### config.mk
export PLATFORM = sky130hd
export DESIGN_NAME = keypad_entry
export DESIGN_NICKNAME = d
export VERILOG_FILES = /design/src/rtl/keypad_entry.sv
export SDC_FILE = /design/constraint.sdc
export NUM_CORES = 1
export LEC_CHECK = 0
export CAP_MARGIN = 0
export CELL_PAD_IN_SITES_DETAIL_PLACEMENT = 0
export CELL_PAD_IN_SITES_GLOBAL_PLACEMENT = 1
export CORE_MARGIN = 2
export CORE_UTILIZATION = 46
export CTS_CLUSTER_SIZE = 30
export DETAILED_ROUTE_END_ITERATION = 10
export GPL_ROUTABILITY_DRIVEN = 0
export GPL_TIMING_DRIVEN = 1
export PLACE_DENSITY = 0.86
export SYNTH_ARGS = -nofsm -noshare
export SYNTH_HDL_FRONTEND = slang
export SYNTH_SLANG_ARGS = --single-unit
### constraint.sdc
create_clock -name clk -period 6.3 [get_ports clk]
set_input_delay 1.26 -clock clk [delete_from_list [all_inputs] [get_ports clk]]
set_output_delay 1.26 -clock clk [all_outputs]
set_load 0.02 [all_outputs]
### src/rtl/keypad_entry.sv
// 4x4 matrix keypad front end: row scanner, frame-based debouncer, key decoder and a
// four-digit BCD entry register feeding the BCD-to-binary converter.
module keypad_entry #(
  parameter int unsigned SCAN_DIV = 1000,
  parameter int unsigned DEBOUNCE = 4
) (
  input  logic       clk,
  input  logic       rst,
  input  logic [3:0] col,
  output logic [3:0] row,
  output logic [3:0] key_code,
  output logic       key_strobe,
  output logic [3:0] bcd3,
  output logic [3:0] bcd2,
  output logic [3:0] bcd1,
  output logic [3:0] bcd0,
  output logic [2:0] digit_count,
  output logic       num_valid
);

  localparam int unsigned DW = $clog2(SCAN_DIV);
  localparam int unsigned CW = $clog2(DEBOUNCE + 1);

  typedef enum logic [0:0] {StIdle, StHeld} db_state_e;

  function automatic logic [3:0] key_lut(input logic [1:0] r, input logic [1:0] c);
    case ({r, c})
      4'h0: key_lut = 4'h1;
      4'h1: key_lut = 4'h2;
      4'h2: key_lut = 4'h3;
      4'h3: key_lut = 4'hA;
      4'h4: key_lut = 4'h4;
      4'h5: key_lut = 4'h5;
      4'h6: key_lut = 4'h6;
      4'h7: key_lut = 4'hB;
      4'h8: key_lut = 4'h7;
      4'h9: key_lut = 4'h8;
      4'hA: key_lut = 4'h9;
      4'hB: key_lut = 4'hC;
      4'hC: key_lut = 4'hE;
      4'hD: key_lut = 4'h0;
      4'hE: key_lut = 4'hF;
      4'hF: key_lut = 4'hD;
    endcase
  endfunction

  logic [3:0]    col_s1_q, col_s2_q;
  logic [1:0]    row_idx_q;
  logic [DW-1:0] dwell_q;
  logic [1:0]    acc_cnt_q, acc_cnt_d;
  logic [3:0]    acc_code_q, acc_code_d;
  logic          sample, frame_end;
  logic [2:0]    row_hits, hit_sum;
  logic [1:0]    hit_col;
  logic          fr_key, fr_multi;

  assign sample    = (dwell_q == DW'(SCAN_DIV - 1));
  assign frame_end = sample && (row_idx_q == 2'd3);
  assign row       = 4'b0001 << row_idx_q;

  always_ff @(posedge clk) begin
    if (rst) begin
      col_s1_q   <= '0;
      col_s2_q   <= '0;
      row_idx_q  <= '0;
      dwell_q    <= '0;
      acc_cnt_q  <= '0;
      acc_code_q <= '0;
    end else begin
      col_s1_q <= col;
      col_s2_q <= col_s1_q;
      if (sample) begin
        dwell_q    <= '0;
        row_idx_q  <= row_idx_q + 2'd1;
        acc_cnt_q  <= frame_end ? 2'd0 : acc_cnt_d;
        acc_code_q <= frame_end ? 4'd0 : acc_code_d;
      end else begin
        dwell_q <= dwell_q + DW'(1);
      end
    end
  end

  // Hit count across the frame saturates at 2: anything above one key is MULTI.
  always_comb begin
    hit_col = 2'd0;
    for (int i = 3; i >= 0; i--) begin
      if (col_s2_q[i]) hit_col = 2'(i);
    end
    row_hits = {2'b0, col_s2_q[0]} + {2'b0, col_s2_q[1]} + {2'b0, col_s2_q[2]}
             + {2'b0, col_s2_q[3]};
    hit_sum    = {1'b0, acc_cnt_q} + row_hits;
    acc_cnt_d  = (hit_sum >= 3'd2) ? 2'd2 : hit_sum[1:0];
    acc_code_d = (acc_cnt_q == 2'd0 && row_hits == 3'd1) ? key_lut(row_idx_q, hit_col)
                                                          : acc_code_q;
  end

  assign fr_key   = (acc_cnt_d == 2'd1);
  assign fr_multi = (acc_cnt_d == 2'd2);

  db_state_e     state_q, state_d;
  logic [CW-1:0] db_cnt_q, db_cnt_d, cnt_inc;
  logic          prev_key_q, prev_key_d;
  logic [3:0]    prev_code_q, prev_code_d;
  logic          same, press;

  always_ff @(posedge clk) begin
    if (rst) begin
      state_q     <= StIdle;
      db_cnt_q    <= '0;
      prev_key_q  <= 1'b0;
      prev_code_q <= '0;
    end else begin
      state_q     <= state_d;
      db_cnt_q    <= db_cnt_d;
      prev_key_q  <= prev_key_d;
      prev_code_q <= prev_code_d;
    end
  end

  always_comb begin
    state_d     = state_q;
    db_cnt_d    = db_cnt_q;
    prev_key_d  = prev_key_q;
    prev_code_d = prev_code_q;
    same        = (fr_key == prev_key_q) && (!fr_key || fr_code_eq());
    if (!same)                            cnt_inc = CW'(1);
    else if (db_cnt_q == CW'(DEBOUNCE))   cnt_inc = db_cnt_q;
    else                                  cnt_inc = db_cnt_q + CW'(1);
    if (frame_end) begin
      if (fr_multi) begin
        db_cnt_d   = '0;
        prev_key_d = 1'b0;
      end else begin
        db_cnt_d    = cnt_inc;
        prev_key_d  = fr_key;
        prev_code_d = acc_code_d;
      end
      unique case (state_q)
        StIdle: if (fr_key && cnt_inc == CW'(DEBOUNCE)) state_d = StHeld;
        StHeld: if (!fr_key && !fr_multi && cnt_inc == CW'(DEBOUNCE)) state_d = StIdle;
        default: state_d = StIdle;
      endcase
    end
  end

  function automatic logic fr_code_eq();
    fr_code_eq = (acc_code_d == prev_code_q);
  endfunction

  always_comb begin
    press = frame_end && (state_q == StIdle) && fr_key && (cnt_inc == CW'(DEBOUNCE));
  end

  logic [3:0]  key_code_q;
  logic        key_strobe_q, num_valid_q, done_q;
  logic [15:0] bcd_q;
  logic [2:0]  count_q;

  always_ff @(posedge clk) begin
    if (rst) begin
      key_code_q   <= '0;
      key_strobe_q <= 1'b0;
    end else begin
      key_strobe_q <= press;
      if (press) key_code_q <= acc_code_d;
    end
  end

  // A digit after a completed entry starts a fresh number even when four are held.
  always_ff @(posedge clk) begin
    if (rst) begin
      bcd_q       <= '0;
      count_q     <= '0;
      done_q      <= 1'b0;
      num_valid_q <= 1'b0;
    end else begin
      num_valid_q <= 1'b0;
      if (key_strobe_q) begin
        if (key_code_q <= 4'd9) begin
          if (done_q) begin
            bcd_q   <= {12'h000, key_code_q};
            count_q <= 3'd1;
            done_q  <= 1'b0;
          end else if (count_q != 3'd4) begin
            bcd_q   <= {bcd_q[11:0], key_code_q};
            count_q <= count_q + 3'd1;
          end
        end else if (key_code_q == 4'hE) begin
          bcd_q   <= '0;
          count_q <= '0;
          done_q  <= 1'b0;
        end else if (key_code_q == 4'hF) begin
          num_valid_q <= 1'b1;
          done_q      <= 1'b1;
        end
      end
    end
  end

  assign key_code    = key_code_q;
  assign key_strobe  = key_strobe_q;
  assign bcd3        = bcd_q[15:12];
  assign bcd2        = bcd_q[11:8];
  assign bcd1        = bcd_q[7:4];
  assign bcd0        = bcd_q[3:0];
  assign digit_count = count_q;
  assign num_valid   = num_valid_q;

endmodule

==> impl_metrics.yaml, run 1 <==
global_route:
  grt.total_usage: 0.192
  grt_max_degree: 54
  gr-total-overflow: 0
  grt_pass1_wl_um: 11600
  grt_pass1_vias: 2523
  antenna_found_initial: 0
timing:
  setup_viol: 0
  fin_setup_tns_ns: 0
  drv_slew: 0
  finalHoldViolations: 0
  clock_skew_ns: 0.0100
  worstMarginPinSlew_ns: 1.04
  fmax_ghz: 0.239
  period_share: 0.664
  rsz0062_at_grt: "false"
  relSlewSlack: 0.302
  finalCriticalPeriod_ns: 4.18
  layout_setup_ws_ns: 2.12
floorplanning:
  die_w_um: 87.1
  rows: 30
  dieArea_mm2: 0.00759
  core_area_mm2: 0.00676
  initial_core_util: 0.470
  die_h_um: 87.1
  io_pins: 35
synth:
  netlist_instances: 375
  seq_area_frac_synth: 0.384
  synth-main-ff-cell: "dfxtp_1"
  syn_area_mm2: 0.00318
  synth-async-reset-ratio: 0
  ys_warn_count: 0
  syn_nets: 402
  ys_seq_elements: 61
  yosysUniqueCellTypes: 61
  synth_edf_count: 0
  avgSynthCellArea_um2: 8.47
hold_path:
  hold_class: "flip-flop to flip-flop"
worst_setup_path:
  crit_arrival_ns: 4.38
  cp_max_fo: 7
  critPathCaptureType: "flip-flop"
  critPathKind: "flip-flop to flip-flop"
  start_kind: "flip-flop"
  required_ns: 6.50
power_and_ir_drop:
  ir_drop_v: 0.000124
  p_per_area_mw_per_mm2: 223
  p_leak_nw: 1.35
clocking:
  cts_tree: "yes"
  cts_setup_buffers: 0
  cts_buffer_depth: 2
  clkTransAtPathRegs_ns: 0.07
  cts_buffers: 9
  ctsHtreeMaxLevel: 3
  hold_buffers: 0
  numClockSinks: 61
  cts_resized: 0
  cts_root_buffer: "clkbuf_8"
  insertion_delay_ns: 0.35
detailed_routing:
  drt-total-wl_um: 6840
  postRouteAntennaNets: 0
  first_pass_iters: 4
  avgRoutedWirePerCell_um: 14.0
  drc_errors: 0
  wl_met1_um: 3440
  vias_per_cell: 5.49
  detailroute.wirelength.met3_um: 268
  dr.max_layer_used: "met4"
  first_iter_violations: 151
  vias: 2689
  met2_length_um: 3030
placement:
  hpwl_um: 4850
  portBuffers: 34
  dp_slack_ns: 2.11
  dp_cells: 474
cells_and_area:
  final_cell_mix: "61 x dfxtp_1, 43 x nand2_1, 35 x a21oi_1"
  layout_commonest_cell: "dfxtp_1"
  antenna_cells: 0
  register_area_mm2: 0.00122
  fin_nets: 432
  areaGrowthSynthToFinish_pct: 18.7
  drive_above_1_share: 0.0707
  multi_input_area_mm2: 0.00181
  n_fill_cell: 647
  instances_no_fill: 490
outcome:
  status: "completed"
job:
  drv_cap: 0
flip-flops by register name, summed over array words and instances, names as in the netlist, 2 cells and up:
signal       cells
bcd_q           16
dwell_q         10
acc_code_q       4
col_s1_q         4
col_s2_q         4
key_code         4
prev_code_q      4
db_cnt_q         3
digit_count      3
acc_cnt_q        2
row_idx_q        2
power by group:
| part | switching, mW | internal [mW] | leakage (nW) |
|---|---|---|---|
| Sequential | 0.00303 | 0.389 | 0.493 |
| Clock | 0.157 | 0.232 | 0.112 |
| Combinational | 0.0370 | 0.0209 | 0.748 |
area by class of cell:
class	count	area share
Clock buffer	10	0.0365
Sequential cell	61	0.324
Tap cell	80	0.0265
Multi-Input combinational cell	278	0.480
Clock inverter	6	0.0229
Timing Repair Buffer	34	0.0889
Inverter	21	0.0216
cells in the mapped netlist (all sizes together) (4+ instances only):
cell type	instances	area share
dfxtp	61	0.38
a21oi	35	0.055
ha	19	0.075
clkbuf	12	0.014
nand4	5	0.0098
nor3	10	0.016
a31oi	4	0.013
nor2b	11	0.022
nand3	25	0.039
mux2i	9	0.028
nand2b	8	0.016
and3	5	0.0098
o21ai	10	0.016
nand2	44	0.053
inv	21	0.026
xnor2	6	0.017
xor2	6	0.017
nor2	29	0.034
metal layers:
metal	up-vias	track usage
li1	1384	-
met1	1249	0.262
met2	46	0.293
met3	10	0.0445
met4	0	0.0755
met5	-	0
per-stage QoR:
| step | area, µm² | power (mW) | hold slack, ns | utilization |
|---|---|---|---|---|
| global route | 3770 | 0.867 | 0.458 | 0.558 |
| detailed placement | 3550 | 0.458 | 0.424 | 0.525 |
| CTS | 3770 | 0.848 | 0.444 | 0.558 |
| global placement | 3550 | 0.458 | 0.424 | 0.525 |
| floorplan | 3180 | 0.444 | 0.414 | - |
| finish | 3770 | 0.840 | 0.442 | 0.558 |
worst paths after layout:
check | start | endpoint | slack (ns) | cells after the start
hold / removal | col_s1_q[2] | col_s2_q[2] | 0.44 | 1
setup reg to reg | col_s2_q[1] | key_code[1] | 2.12 | 16
setup / recovery | col_s2_q[1] | key_code[1] | 2.12 | 16
hold reg to reg | col_s1_q[2] | col_s2_q[2] | 0.44 | 1
logic make-up after synthesis:
logic type / Yosys count / share of synthesized area
and+or+nand+nor: 160 / 0.257
AOI/OAI and AO/OA: 76 / 0.163
DFF: 61 / 0.384
buffers and inverters: 36 / 0.0461
adders and majority gates: 21 / 0.0874
xor gates and xnor gates: 12 / 0.0331
muxes: 9 / 0.0284
worst max-delay path, cell delays in order (launching register included):
cell,delay (ns)
dfxtp_1,0.44
fa_1,0.47
ha_1,0.33
ha_1,0.15
inv_1,0.05
fa_1,0.39
xor2_1,0.12
and2_1,0.21
nand2_1,0.12
inv_1,0.07
ha_1,0.24
nand2_1,0.10
a2111oi_0,0.39
o221a_2,0.27
nand4_1,0.25
nor4b_1,0.38
nor3_1,0.07
Note: power is estimated with default switching activity, not from simulation.
==> inputs of run 2 (changes only) <==
--- a/config.mk
+++ b/config.mk
@@ -9,12 +9,12 @@
 export CELL_PAD_IN_SITES_DETAIL_PLACEMENT = 0
 export CELL_PAD_IN_SITES_GLOBAL_PLACEMENT = 1
 export CORE_MARGIN = 2
-export CORE_UTILIZATION = 46
+export CORE_UTILIZATION = 42
 export CTS_CLUSTER_SIZE = 30
 export DETAILED_ROUTE_END_ITERATION = 10
 export GPL_ROUTABILITY_DRIVEN = 0
 export GPL_TIMING_DRIVEN = 1
-export PLACE_DENSITY = 0.86
+export PLACE_DENSITY = 0.8
 export SYNTH_ARGS = -nofsm -noshare
 export SYNTH_HDL_FRONTEND = slang
 export SYNTH_SLANG_ARGS = --single-unit
==> constraint.sdc (replaced) <==
create_clock -name clk -period 4.3 [get_ports clk]
set_input_delay 0.86 -clock clk [delete_from_list [all_inputs] [get_ports clk]]
set_output_delay 0.86 -clock clk [all_outputs]
set_load 0.02 [all_outputs]
==> impl_metrics.yaml, run 2 (synthesis gave the netlist of run 1 again) <==
timing:
  fmax_ghz: 0.252
  finalHoldViolations: 0
  drv_slew: 0
  hold_slack_ns: 0.437
  layout_setup_ws_ns: 0.336
  relSlewSlack: 0.566
  finalCriticalPeriod_ns: 3.96
  worstMarginPinSlew_ns: 0.650
  clock_skew_ns: 0.00535
  period_share: 0.922
  setup_viol: 0
hold_path:
  min_from: "col_s1_q[2]"
  min_delay_worst_endpoint: "col_s2_q[2]"
  hold_class: "flip-flop to flip-flop"
  holdPathStages: 1
power_and_ir_drop:
  p_per_area_mw_per_mm2: 299
  p_leak_nw: 1.35
  total_power_mw: 1.14
  ir_drop_v: 0.000174
worst_setup_path:
  crit_buf_inv: 3
  r2r_end: "key_code[1]"
  crit_slowest_cell: "fa_1"
  reg2reg_depth: 17
  reg2reg_from: "col_s2_q[1]"
  start_kind: "flip-flop"
  critPathKind: "flip-flop to flip-flop"
  cp_top_family: "adder cells"
  critPathCaptureType: "flip-flop"
  crit_chain: "fa_1 > ha_1 > ha_1 > inv_1 > fa_1 > xor2_1 > and2_1 > nand2_1 > inv_1 > ha_2 > nand2_1 > a2111oi_2 > o221a_2 > nand4_1 > buf_4 > nor4b_2 > nor3_1"
  crit_arrival_ns: 4.18
  cp_max_fo: 7
  reg2reg_slack_ns: 0.34
  required_ns: 4.51
  critPathMaxStageDelay_ns: 0.44
detailed_routing:
  drt-total-wl_um: 7200
  postRouteAntennaNets: 0
  first_pass_iters: 5
  avgRoutedWirePerCell_um: 14.1
  vias: 2709
  vias_per_cell: 5.29
  drc_errors: 0
  first_iter_violations: 129
clocking:
  insertion_delay_ns: 0.34
  cts_tree: "yes"
  cts_root_buffer: "clkbuf_8"
  ctsHtreeMaxLevel: 3
  clkTransAtPathRegs_ns: 0.07
  cts_buffers: 9
  hold_buffers: 0
  cts_buffer_depth: 2
  numClockSinks: 61
cells_and_area:
  largest_reg_flops: 16
  top_register: "bcd_q"
  biggestRegsByFlops: "bcd_q (16), dwell_q (10)"
  areaGrowthSynthToFinish_pct: 19.8
  multi_input_area_mm2: 0.00183
  register_area_mm2: 0.00122
  drive_above_1_share: 0.0920
  instances_no_fill: 512
  fin_nets: 436
  final_cell_mix: "59 x dfxtp_1, 43 x nand2_1, 35 x a21oi_1"
  antenna_cells: 0
  layout_commonest_cell: "dfxtp_1"
  n_fill_cell: 705
floorplanning:
  initial_core_util: 0.436
  io_pins: 35
  core_area_mm2: 0.00729
  die_w_um: 91.0
  dieArea_mm2: 0.00828
  rows: 31
  die_h_um: 91.0
placement:
  dp_cells: 496
  dp_slack_ns: 0.141
  hpwl_um: 5090
  portBuffers: 34
global_route:
  grt_pass1_vias: 2624
  grt_pass1_wl_um: 12500
  gr-total-overflow: 0
  grt_max_degree: 33
  antenna_found_initial: 0
  grt.total_usage: 0.185
outcome:
  status: "completed"
job:
  drv_cap: 0
## run 2: changes by cell type in the layout (fill, tap and decap cells not counted), moves of 2 or more
cell and delta:
dfxtp_2 +2, bufinv_16 -2, clkbuf_8 +2, buf_4 +4, dfxtp_1 -2
## run 2: layout make-up
type / count / share of cell area
Inverter: 21 / 0.0214
Clock inverter: 3 / 0.00526
Tap cell: 99 / 0.0326
Multi-Input combinational cell: 278 / 0.480
Clock buffer: 12 / 0.0434
Timing Repair Buffer: 38 / 0.0960
Sequential cell: 61 / 0.322
## run 2: worst max-delay path by stage
stage,startpoint,endpoint,slack [ns],cells past startpoint
final,col_s2_q[1],key_code[1],0.34,17
after global placement,col_s2_q[1],key_code[1],0.28,16
after floorplan,col_s2_q[1],key_code[0],0.46,17
after detailed placement,col_s2_q[1],key_code[1],0.14,16
after CTS,col_s2_q[1],key_code[1],0.12,16
after global routing,col_s2_q[1],key_code[3],-0.008,17
## run 2: where the power goes
part           total, mW  switching, mW  internal [mW]
registers          0.576        0.00472          0.571
clock network      0.477          0.225          0.252
logic             0.0848         0.0533         0.0316
total               1.14          0.283          0.854
## run 2: what timing repair did
action / 4_1_cts / 5_1_grt
endpoints found under the setup margin: 0 / 9
resized for setup: 0 / 7
setup buffers: 0 / 1
## run 2: metrics by stage
step | utilization | TNS (ns) | cell area, µm²
2_1_floorplan | - | 0 | 3180
3_3_place_gp | 0.493 | 0 | 3590
3_5_place_dp | 0.493 | 0 | 3590
4_1_cts | 0.518 | 0 | 3780
5_1_grt | 0.522 | -0.00808 | 3800
6_report | 0.522 | 0 | 3800
## run 2: routing by layer
layer  up-vias  GRT usage  routed length, µm
li1       1387          -                  -
met1      1267      0.245               3540
met2        43      0.286               3310
met3        12     0.0548                225
met4         0     0.0631                131
met5         -          0                  0
==> inputs of run 3 (changes only) <==
--- a/config.mk
+++ b/config.mk
@@ -10,11 +10,12 @@
 export CELL_PAD_IN_SITES_GLOBAL_PLACEMENT = 1
 export CORE_MARGIN = 2
 export CORE_UTILIZATION = 42
+export CTS_CLUSTER_DIAMETER = 150
 export CTS_CLUSTER_SIZE = 30
 export DETAILED_ROUTE_END_ITERATION = 10
 export GPL_ROUTABILITY_DRIVEN = 0
 export GPL_TIMING_DRIVEN = 1
-export PLACE_DENSITY = 0.8
+export PLACE_DENSITY = 0.77
 export SYNTH_ARGS = -nofsm -noshare
 export SYNTH_HDL_FRONTEND = slang
 export SYNTH_SLANG_ARGS = --single-unit
==> impl_metrics.yaml, run 3 (synthesis gave the netlist of run 1 again) <==
global_route:
  grt_pass1_vias: 2459
  grt_max_degree: 54
  antenna_found_initial: 0
  gr-total-overflow: 0
  grt_pass1_wl_um: 12100
  grt.total_usage: 0.182
worst_setup_path:
  critPathKind: "flip-flop to flip-flop"
  reg2reg_slack_ns: 0.37
  reg2reg_from: "col_s2_q[0]"
  critPathCaptureType: "flip-flop"
  critPathMaxStageDelay_ns: 0.48
  cp_max_fo: 6
  crit_start: "col_s2_q[0]"
  critPathCapture: "key_code[0]"
  r2r_end: "key_code[0]"
  reg2reg_depth: 16
  crit_slowest_cell: "fa_1"
  required_ns: 4.54
  crit_arrival_ns: 4.17
  start_kind: "flip-flop"
  crit_chain: "fa_1 > ha_1 > ha_1 > inv_1 > fa_1 > xor2_1 > and2_1 > nand2_1 > inv_1 > ha_2 > nand2_1 > a2111oi_2 > o221a_2 > and4_2 > a311oi_2 > a41o_1"
timing:
  finalHoldViolations: 0
  relSlewSlack: 0.584
  drv_slew: 0
  rsz0062_at_grt: "false"
  fin_setup_tns_ns: 0
  period_share: 0.913
  worstMarginPinSlew_ns: 0.622
  setup_viol: 0
  hold_slack_ns: 0.434
  fmax_ghz: 0.255
  finalCriticalPeriod_ns: 3.93
  clock_skew_ns: 0.00774
clocking:
  hold_buffers: 0
  cts_root_buffer: "clkbuf_8"
  numClockSinks: 61
  clkTransAtPathRegs_ns: 0.07
  cts_tree: "yes"
  cts_buffers: 9
  ctsHtreeMaxLevel: 3
  insertion_delay_ns: 0.34
  cts_buffer_depth: 2
job:
  drv_cap: 0
cells_and_area:
  largest_reg_flops: 16
  instances_no_fill: 513
  final_util: 0.527
  antenna_cells: 0
  final_cell_mix: "59 x dfxtp_1, 43 x nand2_1, 35 x a21oi_1"
  fin_nets: 436
  layout_commonest_cell: "dfxtp_1"
  biggestRegsByFlops: "bcd_q (16), dwell_q (10)"
  top_register: "bcd_q"
  areaGrowthSynthToFinish_pct: 20.9
  drive_above_1_share: 0.0942
power_and_ir_drop:
  internal-power_uw: 930
  p_leak_nw: 1.37
  p_comb_frac: 0.069
  sequentialPowerShare: 0.466
  p_per_area_mw_per_mm2: 322
  switching_share: 0.247
  clockPowerShare: 0.465
  p_switching_uw: 306
  ir_drop_v: 0.000137
detailed_routing:
  vias_per_cell: 5.38
  first_pass_iters: 4
  drt-total-wl_um: 7250
  postRouteAntennaNets: 0
  avgRoutedWirePerCell_um: 14.1
  first_iter_violations: 146
  drc_errors: 0
  vias: 2762
placement:
  dp_cells: 496
  portBuffers: 34
  hpwl_um: 5040
hold_path:
  hold_class: "flip-flop to flip-flop"
outcome:
  status: "completed"
floorplanning:
  die_h_um: 91.0
  dieArea_mm2: 0.00828
  die_w_um: 91.0
  rows: 31
  core_area_mm2: 0.00729
  initial_core_util: 0.436
  io_pins: 35
==> run 3: area by class of cell <==
cell class | count | area (µm²)
repair buffers | 38 | 365
clock inverters | 7 | 97.6
clock buffers | 9 | 124
well taps | 99 | 124
inverters | 21 | 81.3
multi-input cells | 278 | 1830
fillers | 726 | 3450
flip-flops and latches | 61 | 1220
==> run 3: repair_timing <==
action / in CTS / in global routing
gates resized for setup: 0 / 7
setup endpoints to repair: 0 / 9
buffers inserted: 0 / 1
==> run 3: worst max-delay path, delay by kind of cell (launching register included) <==
family | cells | cell delay (ns)
flip-flops | 1 | 0.36
XOR/XNOR | 1 | 0.13
buffers and inverters | 2 | 0.13
AND/OR/NAND/NOR | 4 | 0.71
adder cells (fa/ha/maj) | 5 | 1.57
AO/OA/AOI/OAI | 4 | 0.92
==> run 3: power groups by stage <==
stage / Clock (mW) / Combinational (mW) / Sequential [mW]
after floorplan: 0 / 0.0636 / 0.587
after global placement: 0 / 0.0839 / 0.588
after detailed placement: 0 / 0.0835 / 0.588
after CTS: 0.587 / 0.0842 / 0.575
after global routing: 0.611 / 0.0962 / 0.576
final: 0.575 / 0.0851 / 0.575
==> run 3: worst min path at each step <==
stage / slack, ns / cells past startpoint / to / start
floorplan: 0.41 / 1 / col_s2_q[0] / col_s1_q[0]
global placement: 0.42 / 1 / col_s2_q[2] / col_s1_q[2]
detailed placement: 0.43 / 1 / col_s2_q[0] / col_s1_q[0]
CTS: 0.44 / 1 / col_s2_q[0] / col_s1_q[0]
global route: 0.46 / 1 / col_s2_q[3] / col_s1_q[3]
finish: 0.43 / 1 / col_s2_q[0] / col_s1_q[0]
==> run 3: per-layer routing <==
| layer | GRT usage | up-vias | wire (µm) |
|---|---|---|---|
| li1 | - | 1391 | - |
| met1 | 0.254 | 1319 | 3760 |
| met2 | 0.263 | 42 | 3180 |
| met3 | 0.0481 | 10 | 207 |
| met4 | 0.0795 | 0 | 103 |
| met5 | 0 | - | 0 |
==> run 3: per-stage QoR <==
| stage | worst slack (ns) | power [mW] | cell area (µm²) |
|---|---|---|---|
| 6_report | 0.373 | 1.24 | 3840 |
| 5_1_grt | 0.000667 | 1.28 | 3840 |
| 4_1_cts | 0.104 | 1.25 | 3810 |
| 3_5_place_dp | 0.110 | 0.672 | 3590 |
| 3_3_place_gp | 0.257 | 0.672 | 3590 |
| 2_1_floorplan | 0.455 | 0.651 | 3180 |
